**config.mk**
```make
export PLATFORM = sky130hd
export DESIGN_NAME = univ_shift_reg
export DESIGN_NICKNAME = d
export VERILOG_FILES = /design/src/rtl/shift_reg_pkg.sv /design/src/rtl/shift_bit_mux.sv /design/src/rtl/univ_shift_reg.sv
export SDC_FILE = /design/constraint.sdc
export NUM_CORES = 1
export LEC_CHECK = 0
export BUFFER_PORTS_ARGS = -buffer_cell sky130_fd_sc_hd__buf_2
export CAP_MARGIN = 20
export CORE_ASPECT_RATIO = 0.8
export CORE_MARGIN = 1
export CORE_UTILIZATION = 45
export DETAILED_ROUTE_END_ITERATION = 16
export PLACE_DENSITY = 0.69
export REMOVE_ABC_BUFFERS = 1
export SETUP_SLACK_MARGIN = 0.15
export SLEW_MARGIN = 20
export SYNTH_ARGS = -nofsm -noshare
export SYNTH_HDL_FRONTEND = slang
export SYNTH_HIERARCHICAL = 1
export SYNTH_SLANG_ARGS = --single-unit
```
**constraint.sdc**
```tcl
create_clock -name clk -period 3.9 [get_ports clk]
set_clock_uncertainty 0.05 [all_clocks]
set_input_delay 0.78 -clock clk [delete_from_list [all_inputs] [get_ports clk]]
set_output_delay 0.78 -clock clk [all_outputs]
set_load 0.03 [all_outputs]
```
**src/rtl/shift_reg_pkg.sv**
```systemverilog
// shift_reg_pkg -- shared definitions for the universal shift register.
//   Opcodes for the 3-bit op command, FSM state encoding, per-bit mux
//   select encoding, and a helper that tells whether an opcode performs
//   single-bit steps.
//   Optional feature macro: SHIFT_ROTATE_EN (enables ROR/ROL; otherwise
//   those opcodes behave as NOP).
package shift_reg_pkg;

  localparam logic [2:0] OP_NOP  = 3'b000;
  localparam logic [2:0] OP_SHR  = 3'b001;
  localparam logic [2:0] OP_SHL  = 3'b010;
  localparam logic [2:0] OP_LOAD = 3'b011;
  localparam logic [2:0] OP_SAR  = 3'b100;
  localparam logic [2:0] OP_ROR  = 3'b101;
  localparam logic [2:0] OP_ROL  = 3'b110;
  localparam logic [2:0] OP_RSV  = 3'b111;

  typedef enum logic {
    ST_IDLE  = 1'b0,
    ST_SHIFT = 1'b1
  } state_t;

  // Source selected by each bit of the register on a clock edge.
  typedef enum logic [1:0] {
    SEL_HOLD  = 2'b00,
    SEL_RIGHT = 2'b01,  // take the bit above (shift towards lsb)
    SEL_LEFT  = 2'b10,  // take the bit below (shift towards msb)
    SEL_LOAD  = 2'b11
  } bit_sel_t;

  // True for opcodes that run through the step counter.
  function automatic logic is_step_op(input logic [2:0] op);
    logic r;
    r = 1'b0;
    case (op)
      OP_SHR, OP_SHL, OP_SAR: r = 1'b1;
`ifdef SHIFT_ROTATE_EN
      OP_ROR, OP_ROL:         r = 1'b1;
`endif
      default:                r = 1'b0;
    endcase
    return r;
  endfunction

endpackage

```
**src/rtl/shift_bit_mux.sv**
```systemverilog
// shift_bit_mux -- next-value selector for one bit of the shift register.
//   sel       : hold / right neighbour / left neighbour / load
//   hold_bit  : current value of this bit
//   right_bit : value of the bit above (or the msb fill input at the top)
//   left_bit  : value of the bit below (or the lsb fill input at the bottom)
//   load_bit  : parallel load value for this bit
//   q_next    : value this bit takes on the next edge
module shift_bit_mux
  import shift_reg_pkg::*;
(
  input  bit_sel_t sel,
  input  logic     hold_bit,
  input  logic     right_bit,
  input  logic     left_bit,
  input  logic     load_bit,
  output logic     q_next
);

  always_comb begin
    q_next = hold_bit;
    case (sel)
      SEL_HOLD:  q_next = hold_bit;
      SEL_RIGHT: q_next = right_bit;
      SEL_LEFT:  q_next = left_bit;
      SEL_LOAD:  q_next = load_bit;
      default:   q_next = hold_bit;
    endcase
  end

endmodule

```
**src/rtl/univ_shift_reg.sv**
```systemverilog
// univ_shift_reg -- WIDTH-bit universal shift register with multi-step
// shift/rotate commands, a busy/done handshake and an lsb override.
//   clk, reset      : clock and synchronous active-high reset
//   start, op       : command strobe (sampled in IDLE) and opcode
//   amount          : number of steps for shift/rotate (clamped to WIDTH)
//   din             : serial fill bit, also the set_lsb value
//   set_lsb         : in IDLE without start, q[0] <= din
//   load_data       : parallel load value
//   q, sout         : register contents and last shifted-out bit
//   busy, done      : in SHIFT state / one-cycle completion pulse
// Optional feature macro: SHIFT_ROTATE_EN -- when undefined, ROR/ROL decode
// as NOP and the rotate wrap paths are absent.
module univ_shift_reg
  import shift_reg_pkg::*;
#(
  parameter  int WIDTH = 8,
  localparam int CNT_W = $clog2(WIDTH + 1)
) (
  input  logic             clk,
  input  logic             reset,
  input  logic             start,
  input  logic [2:0]       op,
  input  logic [CNT_W-1:0] amount,
  input  logic             din,
  input  logic             set_lsb,
  input  logic [WIDTH-1:0] load_data,
  output logic [WIDTH-1:0] q,
  output logic             sout,
  output logic             busy,
  output logic             done
);

  state_t           state_reg, state_next;
  logic [CNT_W-1:0] cnt_reg, cnt_next;
  logic [2:0]       op_reg, op_next;
  logic [WIDTH-1:0] q_reg, q_next;
  logic             sout_reg, sout_next;
  logic             done_reg, done_next;

  logic [CNT_W-1:0] amount_clamped;
  logic [2:0]       step_op;
  logic             step_en;
  logic             load_en;
  logic             lsb_en;
  logic             right_dir;
  logic             msb_in;
  logic             lsb_in;
  bit_sel_t         sel_all;
  bit_sel_t         bit_sel [WIDTH];

  assign amount_clamped = (amount > CNT_W'(WIDTH)) ? CNT_W'(WIDTH) : amount;

  // State register
  always_ff @(posedge clk) begin
    if (reset) begin
      state_reg <= ST_IDLE;
      cnt_reg   <= '0;
      op_reg    <= OP_NOP;
      q_reg     <= '0;
      sout_reg  <= 1'b0;
      done_reg  <= 1'b0;
    end else begin
      state_reg <= state_next;
      cnt_reg   <= cnt_next;
      op_reg    <= op_next;
      q_reg     <= q_next;
      sout_reg  <= sout_next;
      done_reg  <= done_next;
    end
  end

  // Next-state logic: counter and latched opcode.
  always_comb begin
    state_next = state_reg;
    cnt_next   = cnt_reg;
    op_next    = op_reg;
    case (state_reg)
      ST_IDLE: begin
        if (start) begin
          op_next = op;
          if (is_step_op(op) && (amount_clamped != '0)) begin
            // First step happens on the start edge itself.
            cnt_next = amount_clamped - CNT_W'(1);
            if (amount_clamped > CNT_W'(1)) begin
              state_next = ST_SHIFT;
            end
          end
        end
      end
      ST_SHIFT: begin
        cnt_next = cnt_reg - CNT_W'(1);
        if (cnt_reg == CNT_W'(1)) begin
          state_next = ST_IDLE;
        end
      end
      default: state_next = ST_IDLE;
    endcase
  end

  // Output / datapath control.
  always_comb begin
    step_en   = 1'b0;
    step_op   = op_reg;
    load_en   = 1'b0;
    lsb_en    = 1'b0;
    done_next = 1'b0;
    case (state_reg)
      ST_IDLE: begin
        if (start) begin
          step_op = op;
          if (is_step_op(op)) begin
            if (amount_clamped == '0) begin
              done_next = 1'b1;
            end else begin
              step_en   = 1'b1;
              done_next = (amount_clamped == CNT_W'(1));
            end
          end else begin
            // LOAD, NOP, reserved and (when disabled) rotates.
            load_en   = (op == OP_LOAD);
            done_next = 1'b1;
          end
        end else if (set_lsb) begin
          lsb_en = 1'b1;
        end
      end
      ST_SHIFT: begin
        step_en   = 1'b1;
        done_next = (cnt_reg == CNT_W'(1));
      end
      default: ;
    endcase
  end

  always_comb begin
    right_dir = (step_op == OP_SHR) || (step_op == OP_SAR) || (step_op == OP_ROR);

    msb_in = din;
    if (step_op == OP_SAR) begin
      msb_in = q_reg[WIDTH-1];
    end
`ifdef SHIFT_ROTATE_EN
    if (step_op == OP_ROR) begin
      msb_in = q_reg[0];
    end
`endif

    // Gated with step_en so a latched ROL cannot hijack the set_lsb path.
    lsb_in = din;
`ifdef SHIFT_ROTATE_EN
    if (step_en && (step_op == OP_ROL)) begin
      lsb_in = q_reg[WIDTH-1];
    end
`endif

    if (load_en) begin
      sel_all = SEL_LOAD;
    end else if (step_en) begin
      sel_all = right_dir ? SEL_RIGHT : SEL_LEFT;
    end else begin
      sel_all = SEL_HOLD;
    end

    sout_next = sout_reg;
    if (step_en) begin
      sout_next = right_dir ? q_reg[0] : q_reg[WIDTH-1];
    end
  end

  // One mux per bit; edge bits take the fill inputs instead of a neighbour.
  // set_lsb reuses the left-shift path of bit 0 with lsb_in = din.
  generate
    for (genvar gi = 0; gi < WIDTH; gi++) begin : g_bit
      logic right_src;
      logic left_src;

      if (gi == WIDTH - 1) begin : g_top
        assign right_src = msb_in;
      end else begin : g_mid_r
        assign right_src = q_reg[gi+1];
      end

      if (gi == 0) begin : g_bot
        assign left_src    = lsb_in;
        assign bit_sel[gi] = lsb_en ? SEL_LEFT : sel_all;
      end else begin : g_mid_l
        assign left_src    = q_reg[gi-1];
        assign bit_sel[gi] = sel_all;
      end

      shift_bit_mux u_mux (
        .sel       (bit_sel[gi]),
        .hold_bit  (q_reg[gi]),
        .right_bit (right_src),
        .left_bit  (left_src),
        .load_bit  (load_data[gi]),
        .q_next    (q_next[gi])
      );
    end
  endgenerate

  assign q    = q_reg;
  assign sout = sout_reg;
  assign busy = (state_reg == ST_SHIFT);
  assign done = done_reg;

endmodule

```
==> flow_summary.ini <==
[run_status]
status = finished, final reports clean

[clock_tree]
clk_path_buf_depth = 2
post-cts-setup-buffer-count = 0
htreeDepth = 1
cts.sinks = 18
cts.clk_slew.worst_paths_ns = 0.09
clock-root-buffer = clkbuf_4
hold_buffers = 0
insertion_delay_ns = 0.28
post_cts_resized = 0
cts_buffers = 3
tritoncts = built

[route]
vias_per_cell = 5.46
drt_wl_total_mm = 2.40
first_iter_violations = 53
final_antenna_net_count = 0
routedWlPerCell_um = 12.8
drc_errors = 0
drtPass1Iterations = 4
vias = 1026

[placed_design]
portBuffers = 30
place_area_mm2 = 0.00132
place_congestion = 0.792
dpl.hpwl_mm = 1.81

[synthesis]
syn_avg_cell_area_um2 = 9.29
syn_inst = 124
syn_area_mm2 = 0.00115
yosys_register_bits = 18
synth_seq_area_share_pct = 31.3
synth.distinct_cells = 36
yosysTopAreaCellShare_pct = 31.3
synth_top_area_cell = dfxtp_1
synth_area_leaders = dfxtp_1 31%, mux4_2 16%, nor2b_1 5.4%, ha_1 4.3%, a21oi_1 3.9%
synth_warnings = 6

[setup_path]
cp-start-kind = input port
r2r_start = busy$_SDFF_PP0_
worst-r2r-setup-slack_ns = 1.33
reg2regPathDepth = 6
crit_slowest_cell = mux4_2
path_depth = 9
cp-end-kind = flop
cp_data_arrival_time_ns = 3.05
critPathBufInv = 1
crit_family = simple AND/OR/NAND/NOR gates
crit_chain = buf_2 > nand2b_1 > ha_1 > a21bo_2 > o21bai_2 > o21ai_0 > nand2_1 > mux4_2 > nor2b_1
crit_required_ns = 4.02
max_stage_delay_ns = 0.56
path_class = in -> reg
rr_endpoint = q[2]$_SDFF_PP0_
crit_start = amount[3]
cp-endpoint = q[2]$_SDFF_PP0_
cp_max_fo = 7

[timing]
rsz0062_at_grt = false
min_period_ns = 2.93
hold_viol = 0
max_slew.worst_pin.slew_ns = 0.607
final.period_utilization_pct = 75.2
drv_slew = 0
relSlewSlack_pct = 59.5
finalSetupViolCount = 0
setup_tns_ns = 0
fmaxAchievable_ghz = 0.341
fin_hold_ws_ns = 0.436

[finish]
largest_reg_flops = 8
antenna_cells = 0
fin_util_pct = 54.8
layout-drive-gt1-share_pct = 31.6
layout.nets = 178
postLayoutCellArea_mm2 = 0.00134
area_delta_synth_final_pct = 16.2

[global_routing]
grt_use_total_pct = 18.6
grt_max_degree = 20
gr-total-overflow = 0
grt_first_pass_wirelength_mm = 3.77
grt_pass1_vias = 854
grt_antenna_before_repair = 0

[floorplan]
core_mm2 = 0.00244
ios = 31
fp.dieW_um = 58.6
start_util_pct = 47.2
rows = 16
die_area_mm2 = 0.00277
die_h_um = 47.3

[run]
drv_cap = 0

[power]
ir_drop_mv = 0.202
leakage_nw = 0.561
p_per_area_mw_per_mm2 = 335

[hold_path]
hold_path_class = reg -> reg
==> cells in the mapped netlist <==
master and count:
nor2_2 1, nor4_1 1, inv_1 3, buf_4 1
o31ai_1 1, xor2_1 1, o21bai_2 1, xnor2_1 1
nor4bb_1 1, nor2b_1 10, a2bb2oi_1 1, mux2_2 1
nand2b_1 6, a21oi_1 9, mux2i_1 1, mux4_2 8
a21bo_2 1, a311oi_1 1, nand2_1 12, a22oi_1 1
dfxtp_1 18, nor4b_1 1, ha_1 4, o21ai_2 1
a31oi_1 2, nor3_1 7, o21ba_2 1, a211oi_1 3
buf_6 1, o21ai_0 3, clkbuf_1 2, mux2_4 1
buf_2 1, o21a_1 3, nor2_1 11, nand3b_1 3
==> cell families (layout without fill, tap and decap cells) <==
| family | after synthesis | after routing | share of synthesized area, % |
|---|---|---|---|
| simple gates | 53 | 53 | 23.9 |
| fa+ha+maj | 4 | 4 | 4.34 |
| flops | 18 | 18 | 31.3 |
| compound gates | 28 | 28 | 16.5 |
| xor+xnor | 2 | 2 | 1.52 |
| mux | 11 | 11 | 18.8 |
| buf+inv | 8 | 36 | 3.69 |
==> worst min-delay path: stages (launching register included) <==
cell	delay [ns]
dfxtp_1	0.33
nand2_1	0.06
a21oi_1	0.06
==> where the power goes <==
part	switching (mW)	total [mW]	leakage, nW	internal [mW]
registers	0.0189	0.218	0.147	0.200
clock network	0.0527	0.0886	0.0138	0.0359
logic	0.0749	0.142	0.400	0.0671
==> layer usage <==
| metal | vias to the layer above | wire length [um] | global-route usage, % |
|---|---|---|---|
| li1 | 511 | - | - |
| met1 | 494 | 1210 | 26.5 |
| met2 | 19 | 1110 | 27.8 |
| met3 | 2 | 80 | 6.06 |
| met4 | 0 | 8 | 3.81 |
| met5 | - | 0 | 0 |
==> placed cells by master, fill, tap and decap left out, drive strengths merged, types with 2 or more instances in the layout <==
cell	synthesis	final
ha	4	4
nor3	7	7
nor2b	10	10
o21ai	4	4
mux2	2	2
clkbuf	2	3
a31oi	2	2
nor2	12	12
nand2b	6	6
nand2	12	12
mux4	8	8
nand3b	3	3
dfxtp	18	18
a21oi	9	9
o21a	3	3
buf	3	30
a211oi	3	3
inv	3	3
==> metrics by stage <==
stage | total power [mW] | setup slack [ns] | std cells
after CTS | 0.452 | 0.983 | 188
after floorplan | 0.321 | 1.01 | 119
after global routing | 0.480 | 0.802 | 188
final | 0.449 | 0.968 | 188
after global placement | 0.360 | 0.747 | 185
after detailed placement | 0.363 | 0.672 | 185
==> worst min path at each step <==
stage / to / slack, ns / cells after the start / startpoint
2_1_floorplan: op_reg[2]$_SDFF_PP0_ / 0.39 / 2 / op_reg[2]$_SDFF_PP0_
3_3_place_gp: op_reg[2]$_SDFF_PP0_ / 0.40 / 2 / op_reg[2]$_SDFF_PP0_
3_5_place_dp: op_reg[2]$_SDFF_PP0_ / 0.42 / 2 / op_reg[2]$_SDFF_PP0_
4_1_cts: op_reg[2]$_SDFF_PP0_ / 0.44 / 2 / op_reg[2]$_SDFF_PP0_
5_1_grt: op_reg[2]$_SDFF_PP0_ / 0.46 / 2 / op_reg[2]$_SDFF_PP0_
6_report: op_reg[2]$_SDFF_PP0_ / 0.44 / 2 / op_reg[2]$_SDFF_PP0_
==> cell type report <==
type | count | area, um^2
timing repair buffer | 30 | 150
sequential | 18 | 360
fill | 237 | 1100
inverter | 3 | 11.3
clock buffer | 3 | 22.5
tap | 36 | 45.0
multi-input combinational | 98 | 749
(Power assumes the default switching activity.)
